$ cat src/rtl/ram8_burst_ctrl_if.sv
// Command, write-data, read-data and RAM-side signals of the ram8 burst front-end.
// master: command source, data producer/consumer and RAM. slave: the controller.
interface ram8_burst_ctrl_if;
    logic        cmd_valid;
    logic        cmd_ready;
    logic        cmd_write;
    logic [2:0]  cmd_addr;
    logic [2:0]  cmd_len;
    logic        wr_valid;
    logic        wr_ready;
    logic [15:0] wr_data;
    logic        rd_valid;
    logic        rd_ready;
    logic [15:0] rd_data;
    logic        busy;
    logic        done;
    logic [15:0] mem_val;
    logic        mem_load;
    logic [2:0]  mem_address;
    logic [15:0] mem_out;

    modport master (
        output cmd_valid, cmd_write, cmd_addr, cmd_len, wr_valid, wr_data, rd_ready, mem_out,
        input  cmd_ready, wr_ready, rd_valid, rd_data, busy, done, mem_val, mem_load, mem_address
    );

    modport slave (
        input  cmd_valid, cmd_write, cmd_addr, cmd_len, wr_valid, wr_data, rd_ready, mem_out,
        output cmd_ready, wr_ready, rd_valid, rd_data, busy, done, mem_val, mem_load, mem_address
    );
endinterface

$ cat src/rtl/ram8_burst_ctrl.sv
// Read/write burst controller in front of the 8x16 synchronous RAM; read data goes through
// a 2-entry buffer so the RAM's 1-cycle latency is hidden under full backpressure.
module ram8_burst_ctrl (
    input  logic               clk,
    input  logic               rst,
    ram8_burst_ctrl_if.slave   bus
);
    typedef enum logic [1:0] {StIdle, StWrite, StRead, StDrain} state_e;

    state_e      r_state, w_state_nxt;
    logic [2:0]  r_addr, w_addr_nxt;
    logic [3:0]  r_rem, w_rem_nxt;
    logic        r_infl, w_infl_nxt;
    logic [1:0]  r_occ, w_occ_nxt;
    logic [15:0] r_buf0, w_buf0_nxt;
    logic [15:0] r_buf1, w_buf1_nxt;
    logic        r_done, w_done_nxt;

    logic        w_pop;
    logic        w_push;
    logic        w_issue;
    logic        w_beat;

    always_comb begin
        w_pop   = (r_occ != 2'd0) && bus.rd_ready;
        w_push  = r_infl;
        // Buffered words plus the one in flight, minus the one leaving, must stay below 2.
        w_issue = (r_state == StRead) &&
                  (({1'b0, r_occ} + {2'b00, r_infl}) < (3'd2 + {2'b00, w_pop}));
        w_beat  = (r_state == StWrite) && bus.wr_valid;
    end

    always_comb begin
        w_state_nxt = r_state;
        w_addr_nxt  = r_addr;
        w_rem_nxt   = r_rem;
        w_done_nxt  = 1'b0;
        w_infl_nxt  = w_issue;
        unique case (r_state)
            StIdle: begin
                if (bus.cmd_valid) begin
                    w_addr_nxt  = bus.cmd_addr;
                    w_rem_nxt   = {1'b0, bus.cmd_len} + 4'd1;
                    w_state_nxt = bus.cmd_write ? StWrite : StRead;
                end
            end
            StWrite: begin
                if (w_beat) begin
                    w_addr_nxt = r_addr + 3'd1;
                    w_rem_nxt  = r_rem - 4'd1;
                    if (r_rem == 4'd1) begin
                        w_state_nxt = StIdle;
                        w_done_nxt  = 1'b1;
                    end
                end
            end
            StRead: begin
                if (w_issue) begin
                    w_addr_nxt = r_addr + 3'd1;
                    w_rem_nxt  = r_rem - 4'd1;
                    if (r_rem == 4'd1) w_state_nxt = StDrain;
                end
            end
            StDrain: begin
                // Leave once the buffer will be empty after this cycle's pop.
                if (!r_infl && ((r_occ == 2'd0) || ((r_occ == 2'd1) && w_pop))) begin
                    w_state_nxt = StIdle;
                    w_done_nxt  = 1'b1;
                end
            end
            default: w_state_nxt = StIdle;
        endcase
    end

    always_comb begin
        w_occ_nxt  = r_occ;
        w_buf0_nxt = r_buf0;
        w_buf1_nxt = r_buf1;
        case ({w_push, w_pop})
            2'b01: begin
                w_buf0_nxt = r_buf1;
                w_occ_nxt  = r_occ - 2'd1;
            end
            2'b10: begin
                if (r_occ == 2'd0) w_buf0_nxt = bus.mem_out;
                else               w_buf1_nxt = bus.mem_out;
                w_occ_nxt = r_occ + 2'd1;
            end
            2'b11: begin
                if (r_occ == 2'd1) begin
                    w_buf0_nxt = bus.mem_out;
                end else begin
                    w_buf0_nxt = r_buf1;
                    w_buf1_nxt = bus.mem_out;
                end
            end
            default: ;
        endcase
    end

    always_ff @(posedge clk or posedge rst) begin
        if (rst) begin
            r_state <= StIdle;
            r_addr  <= 3'd0;
            r_rem   <= 4'd0;
            r_infl  <= 1'b0;
            r_occ   <= 2'd0;
            r_buf0  <= 16'd0;
            r_buf1  <= 16'd0;
            r_done  <= 1'b0;
        end else begin
            r_state <= w_state_nxt;
            r_addr  <= w_addr_nxt;
            r_rem   <= w_rem_nxt;
            r_infl  <= w_infl_nxt;
            r_occ   <= w_occ_nxt;
            r_buf0  <= w_buf0_nxt;
            r_buf1  <= w_buf1_nxt;
            r_done  <= w_done_nxt;
        end
    end

    assign bus.cmd_ready   = (r_state == StIdle);
    assign bus.busy        = (r_state != StIdle);
    assign bus.done        = r_done;
    assign bus.wr_ready    = (r_state == StWrite);
    assign bus.rd_valid    = (r_occ != 2'd0);
    assign bus.rd_data     = r_buf0;
    assign bus.mem_load    = w_beat;
    assign bus.mem_address = r_addr;
    assign bus.mem_val     = (r_state == StWrite) ? bus.wr_data : 16'd0;
endmodule

$ cat src/flat_wrapper.sv
// flat-port wrapper written by rule: the top's interface ports become plain ports
module ram8_burst_ctrl_flat 
  (clk, rst, bus_cmd_valid, bus_cmd_write, bus_cmd_addr, bus_cmd_len, bus_wr_valid, bus_wr_data, bus_rd_ready, bus_mem_out, bus_cmd_ready, bus_wr_ready, bus_rd_valid, bus_rd_data, bus_busy, bus_done, bus_mem_val, bus_mem_load, bus_mem_address);
  ram8_burst_ctrl_if bus_i ();
  input  logic clk;
  input  logic rst;
  input wire logic [$bits(bus_i.cmd_valid)-1:0] bus_cmd_valid;
  input wire logic [$bits(bus_i.cmd_write)-1:0] bus_cmd_write;
  input wire logic [$bits(bus_i.cmd_addr)-1:0] bus_cmd_addr;
  input wire logic [$bits(bus_i.cmd_len)-1:0] bus_cmd_len;
  input wire logic [$bits(bus_i.wr_valid)-1:0] bus_wr_valid;
  input wire logic [$bits(bus_i.wr_data)-1:0] bus_wr_data;
  input wire logic [$bits(bus_i.rd_ready)-1:0] bus_rd_ready;
  input wire logic [$bits(bus_i.mem_out)-1:0] bus_mem_out;
  output wire logic [$bits(bus_i.cmd_ready)-1:0] bus_cmd_ready;
  output wire logic [$bits(bus_i.wr_ready)-1:0] bus_wr_ready;
  output wire logic [$bits(bus_i.rd_valid)-1:0] bus_rd_valid;
  output wire logic [$bits(bus_i.rd_data)-1:0] bus_rd_data;
  output wire logic [$bits(bus_i.busy)-1:0] bus_busy;
  output wire logic [$bits(bus_i.done)-1:0] bus_done;
  output wire logic [$bits(bus_i.mem_val)-1:0] bus_mem_val;
  output wire logic [$bits(bus_i.mem_load)-1:0] bus_mem_load;
  output wire logic [$bits(bus_i.mem_address)-1:0] bus_mem_address;
  assign bus_i.cmd_valid = bus_cmd_valid;
  assign bus_i.cmd_write = bus_cmd_write;
  assign bus_i.cmd_addr = bus_cmd_addr;
  assign bus_i.cmd_len = bus_cmd_len;
  assign bus_i.wr_valid = bus_wr_valid;
  assign bus_i.wr_data = bus_wr_data;
  assign bus_i.rd_ready = bus_rd_ready;
  assign bus_i.mem_out = bus_mem_out;
  assign bus_cmd_ready = bus_i.cmd_ready;
  assign bus_wr_ready = bus_i.wr_ready;
  assign bus_rd_valid = bus_i.rd_valid;
  assign bus_rd_data = bus_i.rd_data;
  assign bus_busy = bus_i.busy;
  assign bus_done = bus_i.done;
  assign bus_mem_val = bus_i.mem_val;
  assign bus_mem_load = bus_i.mem_load;
  assign bus_mem_address = bus_i.mem_address;
  ram8_burst_ctrl u_core (.clk(clk), .rst(rst), .bus(bus_i));
endmodule
$ cat config.mk
export PLATFORM = sky130hd
export DESIGN_NAME = ram8_burst_ctrl_flat
export DESIGN_NICKNAME = d
export VERILOG_FILES = /design/src/rtl/ram8_burst_ctrl_if.sv /design/src/rtl/ram8_burst_ctrl.sv /design/src/flat_wrapper.sv
export SDC_FILE = /design/constraint.sdc
export NUM_CORES = 1
export LEC_CHECK = 0
export CAP_MARGIN = 15
export CORE_MARGIN = 2
export CORE_UTILIZATION = 28
export CTS_CLUSTER_SIZE = 25
export DETAILED_ROUTE_END_ITERATION = 7
export GPL_ROUTABILITY_DRIVEN = 1
export GPL_TIMING_DRIVEN = 0
export MAX_ROUTING_LAYER = met4
export PLACE_DENSITY = 0.65
export SLEW_MARGIN = 10
export SYNTH_ARGS = -nofsm -noshare
export SYNTH_HDL_FRONTEND = slang
export SYNTH_SLANG_ARGS = --single-unit
export TNS_END_PERCENT = 1
$ cat constraint.sdc
create_clock -name clk -period 2.4 [get_ports clk]
set_clock_uncertainty 0.05 [all_clocks]
set_input_delay 0.72 -clock clk [delete_from_list [all_inputs] [get_ports clk]]
set_output_delay 0.72 -clock clk [all_outputs]
set_load 0.03 [all_outputs]
## Word level (Yosys, flattened, before mapping)

Index checks and enable logic that the tools add are counted.

| operators by class | value |
|---|---|
| add/subtract/negate cells | 7 |
| $lt $le $gt $ge | 1 |
| eq/ne operators | 17 |
| multiplexer cells | 28 |
| reduce and logical (&&, ||, !) cells | 19 |

Operators by type and width:

| kind | count |
|---|---|
| $mux 16 | 5 |
| $pmux 16 s3 | 1 |
| $pmux 16 s2 | 1 |
| $mux 2 | 7 |
| $mux 4 | 3 |
| $pmux 4 s3 | 1 |
| $ne 2x1->1 const B | 5 |
| $mux 3 | 3 |
| $pmux 3 s3 | 1 |
| $eq 2x2->1 const B | 4 |
| $ne 2x2->1 const B | 4 |
| $pmux 2 s4 | 1 |
| $reduce_bool 2->1 | 4 |
| $eq 2x1->1 const B | 3 |
| $reduce_and 6->1 | 1 |
| $reduce_bool 3->1 | 2 |
| $logic_and 1x1->1 | 5 |
| $add 3x1->4 const B | 1 |
| $eq 4x1->1 const B | 1 |
| $logic_not 2->1 | 2 |
| $pmux 2 s2 | 1 |
| $reduce_and 4->1 | 1 |
| $sub 4x1->4 const B | 1 |
| $add 2x1->3 | 1 |
| other kinds (11) | 13 |

| storage, ports and cells | value |
|---|---|
| bits in registers | 45 |
| logic and storage cells | 80 |

## Longest topological paths before layout

| depth | value |
|---|---|
| word-level depth | 7 |
| mapped depth | 12 |
| mapped depth without buffers | 10 |

## Worst setup path after synthesis

No wires, ideal clock.

| timing path | value |
|---|---|
| path kind | register -> register |
| from | register u_core.r_occ[0] |
| to | register u_core.r_buf1[0] |
| required time | 2.223 ns |
| data arrival time | 2.055 ns |
| stages on the path, launching flop included | 10 |
| setup slack | 0.168 ns |
| library setup time | 0.127 ns |
| path through | dfrtp_1 inv_1 ha_1 inv_2 nand2_1 ha_1 mux2_2 nand2_4 buf_6 mux2_1 |

| between the ends | value |
|---|---|
| cells in the longest elaborated chain, start to end | 5 |
| elaborated cells between the ends (all ways) | 11 |

RTL lines:

| element | RTL line | RTL |
|---|---|---|
| start, declared | ram8_burst_ctrl.sv:14 | `logic [1:0] r_occ, w_occ_nxt;` |
| start signal, assigned | ram8_burst_ctrl.sv:116 | `r_occ <= w_occ_nxt;` |
| $reduce_bool 2->1 (*) | n/a |  |
| net bus_rd_valid | flat_wrapper.sv:17 | `output wire logic [$bits(bus_i.rd_valid)-1:0] bus_rd_valid;` |
| $logic_and 1x1->1 (*) | ram8_burst_ctrl.sv:25 | `w_pop = (r_occ != 2'd0) && bus.rd_ready;` |
| $eq 2x2->1 | ram8_burst_ctrl.sv:79 | `case ({w_push, w_pop})` |
| $ne 2x2->1 (no source line) / $reduce_bool 2->1 (equally long branches) | n/a |  |
| $reduce_and 3->1 (no source line) | n/a |  |
| end signal, assigned | ram8_burst_ctrl.sv:118 | `r_buf1 <= w_buf1_nxt;` |
| end, declared | ram8_burst_ctrl.sv:16 | `logic [15:0] r_buf1, w_buf1_nxt;` |

Mark *: on every way through the listed nets, which the timed path passes. The rest lies on a longest branch.
A chain may end at the register's enable or synchronous reset.

## Worst setup path in the final report

| timing path | value |
|---|---|
| from | input port bus_wr_data[1] |
| to | output port bus_mem_val[1] |

| between the ends | value |
|---|---|
| cells in the longest elaborated chain, start to end | 1 |

RTL lines:

| element | RTL line | RTL |
|---|---|---|
| start, declared | flat_wrapper.sv:12 | `input wire logic [$bits(bus_i.wr_data)-1:0] bus_wr_data;` |
| $mux 16 | ram8_burst_ctrl.sv:131 | `assign bus.mem_val = (r_state == StWrite) ? bus.wr_data : 16'd0;` |
| end, declared | flat_wrapper.sv:21 | `output wire logic [$bits(bus_i.mem_val)-1:0] bus_mem_val;` |

No other way between the ends.

==> summary.md <==
| Metric | Value |
|---|---|
| Unrepaired setup endpoints after global routing | `false` |
| Chip Height | `95.9 µm` |
| Fraction of registers with async set/reset | `1.00` |
| Buffers added on ports | `84` |
| Critical Path AT | `1.58 ns` |
| # rows | `33` |
| Clock Tree Root | `clkbuf_8` |
| Wire length per cell | `13.1 µm` |
| Synth top area share | `0.476` |
| Crit Path Class | `input port to output pin` |
| Layout cells sized above 1 | `0.187` |
| First-pass DRT Iterations | `4` |
| IR drop worst, VDD | `0.621 mV` |
| CTS tree | `built` |
| CP Capture Type | `output pin` |
| Status | `finished clean` |
| Vias in the first global route | `1898` |
| Initial core utilization | `0.288` |
| Clock Path Buffers | `2` |
| Count leader, synth | `dfrtp_1` |
| Initial antenna violation count | `0` |
| Hold path depth | `2` |
| Post-synth EDFFs | `0` |
| PwrDens | `1370 mW/mm²` |
| Die ar. | `0.00919 mm²` |
| CP Data Required Time | `1.63 ns` |
| Synth Net Count | `281` |
| Distinct cells, synth | `36` |
| Syn Area/Cell | `10.6 µm²` |
| Cells after Synth | `223` |
| Multi-input logic area | `0.00118 mm²` |
| Maximum capacitance violations | `0` |
| First-pass GRT wire length | `9.05 mm` |
| Placer Congestion | `0.779` |
| # hold bufs at CTS | `0` |
| Worst-margin pin slew | `0.522 ns` |
| Clock share of power | `0.099` |
| Via count | `1935` |
| Synth warnings | `0` |
| DRC | `0` |
| P_leak | `1.55 nW` |
| DIE WIDTH | `95.9 µm` |
| Number of routed nets with antenna violations | `0` |
| Grt ovf | `0` |
| Fmax | `425 MHz` |
| Final count of negative-setup-slack endpoints | `0` |
| Routed vias/inst | `4.60` |
| Synth top cells by count | `dfrtp_1, nand2_1, o21ai_0, and2_1, a22oi_1` |
| Routed WL | `5.51 mm` |
| Hold Crit Class | `flop to flop` |
| H-tree levels | `2` |
| Dominant cells by area after synthesis | `dfrtp_1, ha_1, mux2_1, a22oi_1, and2_1` |
| Max-slew violation count | `0` |
| Layout Nets | `373` |
| Initial DRC count | `45` |
| Yosys reg bits | `45` |
| GRT Overall Usage | `0.130` |
| I/O Pins | `85` |
| Finished Layout Cells | `421` |
| Total core area | `0.00822 mm²` |
| Most used DFF post-synth | `dfrtp_1` |
| Pint | `2.64 mW` |
| Max FO, Critical Path | `1` |
| CTS clock-pin slew for the worst setup and hold paths | `0.09 ns` |
| Largest net degree at the start of global routing | `25` |
| R2R depth | `10` |
| Most area-hungry cell type in the Yosys netlist | `dfrtp_1` |
| Mapped Area | `0.00236 mm²` |
| Part of the power in registers | `0.297` |
| Antenna diodes | `0` |
| Seq/Total Area, Yosys | `0.476` |
| Dpl cells | `413` |
| Filler cells | `829` |
| Sink Count | `45` |
| Final HPWL DP | `4.32 mm` |
| Startpoint types | `input port` |
| Fin crit share | `0.980` |
| Fin. Hold Viols | `0` |
| Worst-Skew Late Latency | `0.29 ns` |
| Layout area overhead | `46.7%` |
| Num CTS Buffers | `5` |
| Psw | `2.10 mW` |
| Switching Share | `0.442` |
| Register area | `0.00113 mm²` |
| Slew HR | `0.652` |
| Total power | `4.74 mW` |
| Comb power frac | `0.604` |
| Tmin final | `2.35 ns` |
==> flip-flops by register name, summed over array words and instances (netlist names) <==
register	count
u_core.bus.rd_data	16
u_core.r_buf1	16
u_core.r_rem	4
u_core.bus.mem_address	3
u_core.r_occ	2
u_core.r_state	2
u_core.bus.done	1
u_core.r_infl	1
==> cell families after synthesis <==
kind of cell	synth area share
buffers and inverters	0.0445
DFF	0.476
xor gates and xnor gates	0.0148
and+or+nand+nor	0.137
adders and majority gates	0.0741
AOI/OAI and AO/OA	0.150
muxes	0.103
==> timing repair <==
| item | 4_1_cts | 5_1_grt |
|---|---|---|
| endpoints found under the hold margin | 0 | 0 |
| resized for setup | 62 | 37 |
| endpoints found under the setup margin | 39 | 37 |
| pin swaps | 0 | 1 |
| buffers inserted | 0 | 1 |
==> stage by stage <==
step           setup WS [ns]  TNS [ns]  hold WS [ns]  utilization  cell area, µm²
3_5_place_dp          -0.562    -16.28         0.424        0.409            3360
5_1_grt              0.00727         0         0.459        0.422            3470
3_3_place_gp          -0.447    -31.39         0.414        0.406            3340
2_1_floorplan          0.168         0         0.415            -            2360
4_1_cts               -0.148     -1.93         0.444        0.423            3480
6_report              0.0491         0         0.434        0.422            3470
==> power groups by stage <==
stage	Clock (mW)	Combinational (mW)	Sequential (mW)
after floorplan	0	1.68	1.66
after global placement	0	2.82	1.39
after detailed placement	0	2.88	1.41
after CTS	0.495	2.86	1.40
after global routing	0.528	3.18	1.46
final	0.469	2.86	1.41
==> routing by layer <==
metal  GRT usage  routed length, µm  up-vias
li1            -                  -      960
met3      0.0290                269        0
met4      0.0214                  0        0
met1       0.154               2390      933
met5           -                  0        -
met2       0.231               2850       42
==> worst paths after layout <==
kind / start / slack [ns] / to
min in group asynchronous: rst / 0.73 / u_core.r_buf1[4]
worst max-delay path: bus_wr_data[1] / 0.05 / bus_mem_val[1]
worst max register to register: u_core.r_occ[0] / 0.13 / u_core.r_buf1[0]
max in group asynchronous: rst / 1.08 / u_core.bus.mem_address[0]
worst min register to register: u_core.bus.rd_data[3] / 0.43 / u_core.bus.rd_data[3]
worst min-delay path: u_core.bus.rd_data[3] / 0.43 / u_core.bus.rd_data[3]
==> worst max-delay path, cell delays in order <==
cell and delay (ns):
clkdlybuf4s50_1 0.45, and2_1 0.12, clkdlybuf4s15_2 0.29
==> area by class of cell <==
type                    count  share of cell area
clock buffers               5              0.0198
clock inverters             3             0.00650
inverters                  12              0.0130
flip-flops and latches     45               0.325
well taps                 105              0.0379
multi-input cells         156               0.340
plain buffers               9              0.0198
repair buffers             86               0.238
==> layout by cell type, fill, tap and decap left out, drive strengths merged <==
master / Yosys / routed
a21oi: 7 / 7
a22o: 3 / 3
a22oi: 16 / 16
a31oi: 1 / 1
a32o: 1 / 1
and2: 17 / 17
and3b: 1 / 1
buf: 7 / 19
clkbuf: 3 / 9
clkdlybuf4s15: 0 / 6
clkdlybuf4s50: 0 / 62
clkinv: 1 / 4
dfrtp: 45 / 45
dlygate4sd2: 0 / 3
dlymetal6s2s: 0 / 1
ha: 14 / 14
inv: 11 / 11
mux2: 19 / 19
mux2i: 3 / 3
nand2: 25 / 25
nand2b: 3 / 3
nand3b: 2 / 2
nand4: 1 / 1
nor2: 9 / 9
nor3: 1 / 1
nor4b: 1 / 1
o2111a: 1 / 1
o211ai: 1 / 1
o21ai: 25 / 25
o2bb2ai: 1 / 1
xnor2: 2 / 2
xor2: 2 / 2
(Power assumes the default switching activity.)
